<file path="config.mk">
export PLATFORM = sky130hd
export DESIGN_NAME = sdram_sched
export DESIGN_NICKNAME = d
export VERILOG_FILES = /design/src/rtl/sdram_sched.sv
export SDC_FILE = /design/constraint.sdc
export NUM_CORES = 1
export LEC_CHECK = 0
export ABC_AREA = 1
export BUFFER_PORTS_ARGS = -buffer_cell sky130_fd_sc_hd__buf_2
export CORE_ASPECT_RATIO = 1.25
export CORE_UTILIZATION = 48
export DETAILED_ROUTE_END_ITERATION = 8
export GPL_ROUTABILITY_DRIVEN = 0
export PLACE_DENSITY = 0.7
export SYNTH_ARGS = -nofsm -noshare
export SYNTH_HDL_FRONTEND = slang
export SYNTH_SLANG_ARGS = --single-unit
</file>
<file path="constraint.sdc">
create_clock -name sys_clk -period 1.06 [get_ports sys_clk]
set_input_delay 0.053 -clock sys_clk [delete_from_list [all_inputs] [get_ports sys_clk]]
set_output_delay 0.053 -clock sys_clk [all_outputs]
set_load 0.02 [all_outputs]
</file>
<file path="src/rtl/sdram_sched.sv">
// SDRAM command scheduler: refresh timer plus single-grant arbitration of refresh, write and read engines.
// Optional macro SDRAM_SCHED_RR_EN selects round-robin write/read tie-breaking (default: write wins).
module sdram_sched #(
  parameter int REF_CYCLES = 750
) (
  input  logic       sys_clk,
  input  logic       sys_rst_n,
  input  logic       init_end,
  input  logic       wr_req,
  input  logic       rd_req,
  input  logic       aref_end,
  input  logic       wr_end,
  input  logic       rd_end,
  output logic       aref_en,
  output logic       wr_en,
  output logic       rd_en,
  output logic [2:0] state,
  output logic       ref_overrun
);

  typedef enum logic [2:0] {
    IDLE  = 3'd0,
    ARBIT = 3'd1,
    AREF  = 3'd2,
    WRITE = 3'd3,
    READ  = 3'd4
  } state_t;

  localparam logic [9:0] REF_LAST = 10'(REF_CYCLES - 1);

  state_t     cur;
  state_t     nxt;
  logic [9:0] ref_cnt;
  logic       aref_pend;
  logic       wrap;
  logic       aref_clr;
  logic       wr_wins;

  assign wrap     = (cur != IDLE) && (ref_cnt == REF_LAST);
  assign aref_clr = (cur == AREF) && aref_end;
  assign state    = cur;

  // Refresh timer; a wrap on the same edge as aref_end re-arms the pending flag without an overrun.
  always_ff @(posedge sys_clk or negedge sys_rst_n) begin
    if (!sys_rst_n) begin
      ref_cnt     <= '0;
      aref_pend   <= 1'b0;
      ref_overrun <= 1'b0;
    end else begin
      if (cur == IDLE)
        ref_cnt <= '0;
      else if (wrap)
        ref_cnt <= '0;
      else
        ref_cnt <= ref_cnt + 10'd1;
      aref_pend <= wrap | (aref_pend & ~aref_clr);
      if (wrap && aref_pend && !aref_clr)
        ref_overrun <= 1'b1;
    end
  end

`ifdef SDRAM_SCHED_RR_EN
  // last_grant: 1 = read served last, so write wins the first tie after reset.
  logic last_grant;

  always_ff @(posedge sys_clk or negedge sys_rst_n) begin
    if (!sys_rst_n)
      last_grant <= 1'b1;
    else if (cur == ARBIT && nxt == WRITE)
      last_grant <= 1'b0;
    else if (cur == ARBIT && nxt == READ)
      last_grant <= 1'b1;
  end

  assign wr_wins = last_grant;
`else
  assign wr_wins = 1'b1;
`endif

  always_ff @(posedge sys_clk or negedge sys_rst_n) begin
    if (!sys_rst_n)
      cur <= IDLE;
    else
      cur <= nxt;
  end

  always_comb begin
    nxt = cur;
    case (cur)
      IDLE:  if (init_end) nxt = ARBIT;
      ARBIT: begin
        if (aref_pend)
          nxt = AREF;
        else if (wr_req && (!rd_req || wr_wins))
          nxt = WRITE;
        else if (rd_req)
          nxt = READ;
      end
      AREF:  if (aref_end) nxt = ARBIT;
      WRITE: if (wr_end)   nxt = ARBIT;
      READ:  if (rd_end)   nxt = ARBIT;
      default: nxt = IDLE;
    endcase
  end

  // Grants are registered from the next state so they track the state register exactly.
  always_ff @(posedge sys_clk or negedge sys_rst_n) begin
    if (!sys_rst_n) begin
      aref_en <= 1'b0;
      wr_en   <= 1'b0;
      rd_en   <= 1'b0;
    end else begin
      aref_en <= (nxt == AREF);
      wr_en   <= (nxt == WRITE);
      rd_en   <= (nxt == READ);
    end
  end

endmodule
</file>
==> summary.md, run 1 <==
| Metric | Value |
|---|---|
| Critical path startpoint category | `flop` |
| CP Buf/Inv Count | `2` |
| Yosys top cell area share | `0.479` |
| Clock slew at reported path FFs | `0.10 ns` |
| Maximum VDD drop | `between 1.5 and 2 mV` |
| Die width | `between 40 and 50 um` |
| DRT iter0 DRCs | `6` |
| Nets@finish | `161` |
| Power Density | `around 2400 mW/mm2` |
| Layout area overhead | `40.7%` |
| Core Area | `between 0.0015 and 0.002 mm2` |
| Largest net degree at the start of global routing | `19` |
| Area after DPL | `approximately 0.0011 mm2` |
| CTS max path bufs | `2` |
| Critical path class | `flop to flop` |
| ANT cells | `0` |
| Number of I/O port buffers | `14` |
| Crit. End Element | `flop` |
| Post-synthesis mux area share | `0` |
| Status | `finished with violations` |
| Max_cap viols | `0` |
| Max frequency | `about 0.81 GHz` |
| Post-synthesis sequential area ratio | `0.479` |
| Initial antenna violation count | `0` |
| Top post-synthesis cells by area | `dfrtp_1 (48%), nand2_1 (12%), nor2_1 (8.8%)` |
| Setup violators final | `14` |
| Initial core utilization | `0.520` |
| Drt drc | `0` |
| Row Count | `17` |
| I/O pin cnt | `15` |
| EDFF count, synth | `0` |
| Post-synthesis simple-gate area fraction | `0.318` |
| Synth Area per Inst | `between 7 and 8 um2` |
| CP required | `1.26 ns` |
| Min Tclk post-route | `1.24 ns` |
| Fill count | `about 140` |
| CP delay by family, top | `simple AND/OR/NAND/NOR gates` |
| Die Ht | `about 51 um` |
| Final Hold Fails | `0` |
| Min-Delay Path Class | `input pin to flop` |
| Final period util | `1.17` |
| Synth Net Count | `about 130` |
| Dpl ws | `-0.181 ns` |
| Cells after Synth | `around 120` |
| CTS tree | `done` |
| Final ANT Viol Nets | `0` |
| Setup WS post-layout | `-0.177 ns` |
| Share of layout cells above drive strength 1 | `0.447` |
| Wire length per cell | `~12 um` |
| Slowest stage delay, CP | `0.41 ns` |
| Failing checks | `setup timing` |
| Mapped cell area | `about 940 um2` |
| DRT Wirelength | `2000 um` |
| Leak | `between 0.0006 and 0.0007 uW` |
| Die ar. | `0.00214 mm2` |
| Worst endpoint data arrival time | `roughly 1.4 ns` |
| Cell area after layout | `~0.0013 mm2` |
| Critical path cell sequence | `inv_1 > ha_2 > inv_2 > nor2_4 > nand3_4 > nand2_8 > nor2_2` |
| Hpwl dp | `around 1400 um` |
| Vias in the first global route | `around 750` |
| Crit-path slowest cell | `dfrtp_1` |
| GRT Residual Overflow | `0` |
| Adder-Cell Fraction of Synth Area | `0.0266` |
| H-tree levels | `1` |
| First-pass GRT wire length | `around 3000 um` |
| Router iterations before antenna repair | `4` |
| Ys flop type | `dfrtp_1` |
| Gr usage total | `0.189` |
| RSZ-0062 raised after global routing | `true` |
| Max-slew violations | `0` |
| CTS Buf Count | `3` |
| Final TNS setup | `-1.86 ns` |
| Avg Vias per Cell | `5.02` |
| CP max FO | `8` |
| Routed via count | `between 800 and 900` |
| Post-synthesis xor/xnor area fraction | `0.0466` |
| CTS root buf | `clkbuf_4` |
| Synth area leader | `dfrtp_1` |
| Top-count cell post-synth | `nand2_1` |
| Synthesis Warnings | `0` |
| Synth unique cells | `20` |
| Async S/R FF share, synth | `1.00` |
| Setup Skew | `between 0.002 and 0.003 ns` |
| Worst-Skew Late Latency | `~0.29 ns` |
| Post-synthesis compound-gate area fraction | `0.0453` |
| Register bit total from synthesis | `18` |
| Main combinational cell family by area after synthesis | `simple AND/OR/NAND/NOR gates` |
| Total clock sinks | `18` |
| Worst-Margin Slew | `0.403 ns` |
| Max_slew headroom | `0.732` |
| Commonest cells post-synth | `nand2_1 (29), nor2_1 (22), dfrtp_1 (18), inv_1 (17), nand3_1 (9)` |
-- placed cells by master, fill, tap and decap left out --
| cell type | synthesis | final |
|---|---|---|
| nor3_2 | 0 | 1 |
| nand2_8 | 0 | 1 |
| dfrtp_1 | 18 | 15 |
| buf_2 | 0 | 14 |
| nand2_2 | 1 | 4 |
| nand2_1 | 29 | 24 |
| nand3_4 | 0 | 1 |
| dlygate4sd3_1 | 0 | 1 |
| nor2_1 | 22 | 13 |
| o21ai_0 | 3 | 2 |
| clkbuf_8 | 0 | 1 |
| buf_6 | 0 | 3 |
| nand4_1 | 1 | 1 |
| inv_2 | 2 | 5 |
| ha_2 | 0 | 1 |
| nand3_2 | 2 | 3 |
| o21ai_1 | 0 | 1 |
| buf_4 | 1 | 8 |
| xnor2_2 | 0 | 1 |
| nand2_4 | 0 | 1 |
| nand3_1 | 9 | 7 |
| dfrtp_2 | 0 | 3 |
| a21oi_1 | 1 | 1 |
| nor2_2 | 4 | 5 |
| ha_4 | 0 | 1 |
| o21ai_2 | 1 | 1 |
| clkbuf_4 | 0 | 3 |
| xor2_1 | 4 | 3 |
| nor2_4 | 0 | 8 |
| inv_1 | 17 | 14 |
| o211ai_1 | 1 | 1 |
| o22ai_2 | 0 | 1 |
| xor2_2 | 0 | 1 |
-- cells by family (layout without fill, tap and decap cells) --
logic type      count (synthesis)  in the layout
fa+ha+maj                       2              2
xor+xnor                        5              5
buf+inv                        20             49
simple gates                   69             69
compound gates                  7              7
flops                          18             18
-- tightest hold or removal path: cells and delay by family --
kind	cells	cell delay, ns
buffers and inverters	1	0.10
and+or+nand+nor	1	0.08
AOI/OAI and AO/OA	1	0.05
-- power by group --
group | internal [uW] | leakage [uW] | switching (uW)
registers | 846 | 0.000233 | 191
clock network | 209 | 0.0000210 | 214
logic | 738 | 0.000393 | 926
-- through the flow --
step,hold WS [ns],instances,total power [uW],utilization
after CTS,0.0155,166,2750,0.678
after global placement,-0.00451,159,2070,0.607
after floorplan,-0.243,121,1760,-
after detailed placement,0.00505,159,2100,0.607
after global routing,0.0218,169,3300,0.731
final,0.0209,169,3120,0.731
-- area by class of cell --
cell class                      count  area, um2  share of cell area
Tap cell                           19       23.8              0.0180
Inverter                           19       71.3              0.0539
Sequential cell                    18        454               0.343
Multi-Input combinational cell     83        563               0.426
Clock buffer                        4       36.3              0.0274
Timing Repair Buffer               26        174               0.132
-- state kept, by name, summed over array words and instances (netlist names) --
signal / cells
aref_en: 1
aref_pend: 1
rd_en: 1
ref_cnt: 10
ref_overrun: 1
state: 3
wr_en: 1
-- final timing paths --
| kind | from | end | slack (ns) | depth (start not counted) |
|---|---|---|---|---|
| max reg2reg | ref_cnt[1] | ref_cnt[6] | -0.18 | 7 |
| max in group asynchronous | sys_rst_n | state[1] | 0.55 | 2 |
| min reg2reg | ref_overrun | ref_overrun | 0.47 | 2 |
| max | ref_cnt[1] | ref_cnt[6] | -0.18 | 7 |
| min in group asynchronous | sys_rst_n | ref_cnt[6] | 0.20 | 2 |
| min | aref_end | state[0] | 0.02 | 3 |
-- metal layers --
layer	global-route usage	vias up	routed length [um]
met5	0	-	0
met4	0.151	0	63
met3	0.0318	8	53
met2	0.339	16	1100
met1	0.190	394	779
li1	-	431	-
-- what timing repair did --
item,in CTS,in global routing
resized for setup,17,20
pin swaps,6,11
hold buffers,1,0
setup buffers,2,3
setup endpoints to repair,12,17
endpoints found under the hold margin,18,0
(Power assumes the default switching activity.)
==> inputs of run 2 (changes only) <==
--- a/config.mk
+++ b/config.mk
@@ -12,6 +12,7 @@
 export DETAILED_ROUTE_END_ITERATION = 8
 export GPL_ROUTABILITY_DRIVEN = 0
 export PLACE_DENSITY = 0.7
+export REMOVE_ABC_BUFFERS = 1
 export SYNTH_ARGS = -nofsm -noshare
 export SYNTH_HDL_FRONTEND = slang
 export SYNTH_SLANG_ARGS = --single-unit
==> summary.md, run 2 (synthesis gave the netlist of run 1 again) <==
| Metric | Value |
|---|---|
| Max FFs per register | `10` |
| Max-slew violations | `0` |
| Die ar. | `between 0.002 and 0.0025 mm2` |
| Hold Path Depth | `3` |
| Min Tclk post-route | `1.20 ns` |
| Critical path startpoint category | `flop` |
| Crit. End Element | `flop` |
| Max_cap viols | `0` |
| Setup violators final | `15` |
| Die Ht | `approximately 50 um` |
| Routed via count | `849` |
| H-tree levels | `1` |
| Worst-Skew Late Latency | `~0.29 ns` |
| CP Buf/Inv Count | `2` |
| Final ANT Viol Nets | `0` |
| Critical path class | `flop to flop` |
| Max frequency | `between 0.8 and 0.9 GHz` |
| Commonest non-fill, non-tap cell in the layout | `nand2_1` |
| R2r worst-path depth | `7` |
| I/O pin cnt | `15` |
| CTS Buf Count | `3` |
| Wire length per cell | `between 10 and 15 um` |
| Setup Skew | `0.00103 ns` |
| Critical path cell sequence | `inv_1 > ha_2 > inv_2 > nor2_4 > nand3_4 > nand2_8 > nor2_1` |
| CP max FO | `8` |
| Initial antenna violation count | `0` |
| RSZ-0062 raised after global routing | `true` |
| Layout area overhead | `40.1%` |
| DRT Wirelength | `just under 2000 um` |
| Max_slew headroom | `0.736` |
| Final Core Density | `0.728` |
| Min-Delay Path Class | `input pin to flop` |
| Drt drc | `0` |
| First-pass GRT wire length | `~3300 um` |
| Leak | `approximately 0.00065 uW` |
| Gr usage total | `0.201` |
| Avg Vias per Cell | `4.96` |
| Router iterations before antenna repair | `4` |
| Total clock sinks | `18` |
| Core Area | `0.00181 mm2` |
| Row Count | `17` |
| Biggest register | `ref_cnt` |
| Dpl ws | `-0.198 ns` |
| ANT cells | `0` |
| Worst endpoint data arrival time | `1.38 ns` |
| Die width | `41.6 um` |
| Nets@finish | `163` |
| Largest net degree at the start of global routing | `19` |
| Crit-path slowest cell | `dfrtp_1` |
| Fin Hold WS | `~0.033 ns` |
| Number of I/O port buffers | `14` |
| Initial core utilization | `0.520` |
| CP required | `roughly 1.2 ns` |
| CP delay by family, top | `flip-flops` |
| Power Density | `2280 mW/mm2` |
| Clock slew at reported path FFs | `~0.10 ns` |
| DRT iter0 DRCs | `18` |
| Commonest cells after routing, fill and taps aside | `nand2_1 (21), nor2_1 (15), dfrtp_1 (15), inv_1 (14), buf_2 (12)` |
| Hpwl dp | `1390 um` |
| Share of layout cells above drive strength 1 | `0.447` |
| Final period util | `1.13` |
| Setup WS post-layout | `-0.135 ns` |
| CP Depth | `7` |
| CTS root buf | `clkbuf_4` |
| Maximum VDD drop | `between 2 and 2.5 mV` |
| Vias in the first global route | `between 800 and 900` |
| Final Hold Fails | `0` |
| Slowest stage delay, CP | `0.42 ns` |
| GRT Residual Overflow | `0` |
| Failing checks | `setup timing` |
| CTS tree | `done` |
| Status | `finished with violations` |
| CTS max path bufs | `2` |
| Worst-Margin Slew | `slightly below 0.4 ns` |
-- run 2: path summary, 6_finish.rpt --
check                            start           to  slack (ns)
setup / recovery            ref_cnt[1]   ref_cnt[4]       -0.14
hold / removal                  rd_req        rd_en        0.03
setup reg to reg            ref_cnt[1]   ref_cnt[4]       -0.14
hold reg to reg            ref_overrun  ref_overrun        0.47
max in group asynchronous    sys_rst_n     state[0]        0.55
min in group asynchronous    sys_rst_n   ref_cnt[1]        0.21
-- run 2: repair_timing --
item | in CTS | in global routing
endpoints found under the hold margin | 18 | 0
setup endpoints to repair | 15 | 19
pin swaps | 6 | 8
hold buffers | 1 | 0
resized for setup | 11 | 33
buffers inserted | 2 | 1
-- run 2: final cells by class --
cell class	count	area, um2
multi-input cells	83	529
inverters	19	71.3
fillers	140	492
well taps	19	23.8
flip-flops and latches	18	454
repair buffers	28	201
clock buffers	4	36.3
-- run 2: tightest hold or removal path, stage by stage --
cell     delay (ns)
buf_2          0.10
nand2_1        0.07
o21ai_1        0.06
-- run 2: stage by stage --
stage                     cell area [um2]  setup TNS (ns)  instances  total power, uW
after CTS                            1200           -1.38        170             2660
final                                1320           -1.53        171             3010
after detailed placement             1100           -1.84        163             2090
after floorplan                       932          -0.698        120             1640
after global placement               1100           -1.46        163             2060
after global routing                 1320           -2.77        171             3210
-- run 2: per-layer routing --
layer / track usage / vias up / routed length, um
li1: - / 434 / -
met1: 0.204 / 393 / 808
met2: 0.398 / 18 / 1080
met3: 0.0212 / 4 / 47
met4: 0.0968 / 0 / 27
met5: 0 / - / 0
-- run 2: power by group --
part | internal [uW] | leakage (uW) | switching, uW
clock network | 209 | 0.0000210 | 204
registers | 846 | 0.000233 | 180
logic | 721 | 0.000400 | 847
total | 1780 | 0.000654 | 1230
==> inputs of run 3 (changes only) <==
--- a/config.mk
+++ b/config.mk
@@ -9,8 +9,10 @@
 export BUFFER_PORTS_ARGS = -buffer_cell sky130_fd_sc_hd__buf_2
 export CORE_ASPECT_RATIO = 1.25
 export CORE_UTILIZATION = 48
+export CTS_CLUSTER_SIZE = 16
 export DETAILED_ROUTE_END_ITERATION = 8
 export GPL_ROUTABILITY_DRIVEN = 0
+export GPL_TIMING_DRIVEN = 0
 export PLACE_DENSITY = 0.7
 export REMOVE_ABC_BUFFERS = 1
 export SYNTH_ARGS = -nofsm -noshare
==> summary.md, run 3 (synthesis gave the netlist of run 1 again) <==
| Metric | Value |
|---|---|
| Worst r2r src | `ref_cnt[1]` |
| FF-to-FF setup slack | `-0.15 ns` |
| Final Hold Fails | `0` |
| Router iterations before antenna repair | `4` |
| Wire length per cell | `11.1 um` |
| Avg Vias per Cell | `roughly 5.0` |
| Power Density | `roughly 2200 mW/mm2` |
| First-pass GRT wire length | `3330 um` |
| Setup violators final | `14` |
| Die ar. | `~0.0021 mm2` |
| Max_cap viols | `0` |
| Clock slew at reported path FFs | `~0.1 ns` |
| CTS root buf | `clkbuf_4` |
| Worst endpoint data arrival time | `roughly 1.5 ns` |
| Failing checks | `setup timing` |
| Overall power | `roughly 2600 uW` |
| Share of layout cells above drive strength 1 | `0.352` |
| GRT Residual Overflow | `0` |
| Total clock sinks | `18` |
| Final Non-Filler Cells | `about 160` |
| Final Core Density | `0.654` |
| RSZ-0062 raised after global routing | `true` |
| Max-slew violations | `0` |
| Status | `finished with violations` |
| Reg-to-reg endpoint | `ref_overrun` |
| Critical path class | `flop to flop` |
| Critical path cell sequence | `inv_1 > ha_2 > inv_2 > nor2_4 > nand3_4 > nor2_2 > nand2_1 > nand2_1` |
| CP most frequent cell | `nand2_1` |
| Initial antenna violation count | `0` |
| DRT iter0 DRCs | `15` |
| Biggest register | `ref_cnt` |
| Worst-Skew Late Latency | `0.29 ns` |
| Critical path startpoint category | `flop` |
| DP Cell Count | `around 150` |
| Fin Hold WS | `between 0.03 and 0.04 ns` |
| Maximum VDD drop | `approximately 1.6 mV` |
| CTS tree | `done` |
| Hpwl dp | `1340 um` |
| Layout area overhead | `25.8%` |
| Number of I/O port buffers | `14` |
| ANT cells | `0` |
| CP Buf/Inv Count | `2` |
| CP delay by family, top | `simple AND/OR/NAND/NOR gates` |
| Fill count | `162` |
| Max_slew headroom | `0.738` |
| Commonest non-fill, non-tap cell in the layout | `nand2_1` |
| CP Depth | `8` |
| Die Ht | `~50 um` |
| Routed via count | `between 800 and 900` |
| H-tree levels | `1` |
| Die width | `about 42 um` |
| Drt drc | `0` |
| Crit-path slowest cell | `dfrtp_1` |
| I/O pin cnt | `15` |
| Nets@finish | `156` |
| Core Area | `roughly 0.0018 mm2` |
| DRT Wirelength | `around 1800 um` |
| R2r worst-path depth | `8` |
| Setup Skew | `~0.0012 ns` |
| CTS Buf Count | `3` |
| CTS max path bufs | `2` |
| Worst setup path start | `ref_cnt[1]` |
| Max frequency | `about 0.82 GHz` |
| Dpl ws | `-0.268 ns` |
| Max FFs per register | `10` |
| CP max FO | `4` |
| Slowest stage delay, CP | `0.42 ns` |
| Vias in the first global route | `820` |
| Gr usage total | `0.205` |
| Commonest cells after routing, fill and taps aside | `nand2_1 (26), nor2_1 (19), inv_1 (15), dfrtp_1 (14), buf_2 (14)` |
| Leak | `0.000602 uW` |
| Final ANT Viol Nets | `0` |
| Min-Delay Path Class | `input pin to flop` |
| Final period util | `1.15` |
| CP required | `1.30 ns` |
| Worst-Margin Slew | `about 0.39 ns` |
| Setup crit end | `ref_overrun` |
| Setup WS post-layout | `-0.154 ns` |
| Initial core utilization | `0.520` |
| Largest net degree at the start of global routing | `19` |
| Min Tclk post-route | `around 1.2 ns` |
| Crit. End Element | `flop` |
| Row Count | `17` |
-- run 3: cell types whose count changed in the layout (fill, tap and decap cells not counted), sizes merged --
cell / before / now
buf: 27 / 20
-- run 3: cell type report --
cell class / instances / area, um2 / area share
well taps: 19 / 23.8 / 0.0201
repair buffers: 21 / 125 / 0.106
clock buffers: 4 / 36.3 / 0.0307
inverters: 19 / 71.3 / 0.0603
flip-flops and latches: 18 / 455 / 0.385
multi-input cells: 83 / 470 / 0.398
-- run 3: how the worst min path moves through the flow --
stage | start | end | depth (start not counted)
after floorplan | sys_rst_n | aref_en | 0
after detailed placement | sys_rst_n | ref_cnt[4] | 1
after global placement | sys_rst_n | ref_cnt[4] | 1
after CTS | aref_end | state[0] | 3
after global routing | aref_end | state[0] | 3
final | aref_end | state[0] | 3
-- run 3: metal layers --
metal	share of wire	vias to the layer above	GRT usage
li1	-	421	-
met1	0.40	374	0.214
met2	0.56	14	0.401
met3	0.024	4	0.0212
met4	0.016	0	0.0968
met5	0	-	0
-- run 3: timing repair --
action | 4_1_cts | 5_1_grt
pin swaps | 8 | 11
setup endpoints to repair | 15 | 14
gates resized for setup | 10 | 11
endpoints found under the hold margin | 18 | 0
hold buffers | 1 | 0
buffers inserted | 3 | 3
-- run 3: per-stage QoR --
step	setup TNS, ns	instance area [um2]
final	-1.58	1180
after global routing	-3.09	1180
after CTS	-1.73	1110
after detailed placement	-2.72	1030
after global placement	-2.03	1030
after floorplan	-0.698	932
-- run 3: where the power goes --
part           switching [uW]  internal (uW)
Combinational             673            468
Sequential                179            849
Clock                     215            209
-- run 3: worst reg2reg max path, stage by stage, from the launching register on --
cell,delay [ns]
dfrtp_1,0.42
inv_1,0.07
ha_2,0.16
inv_2,0.04
nor2_4,0.12
nand3_4,0.11
nor2_2,0.12
nand2_1,0.06
nand2_1,0.06
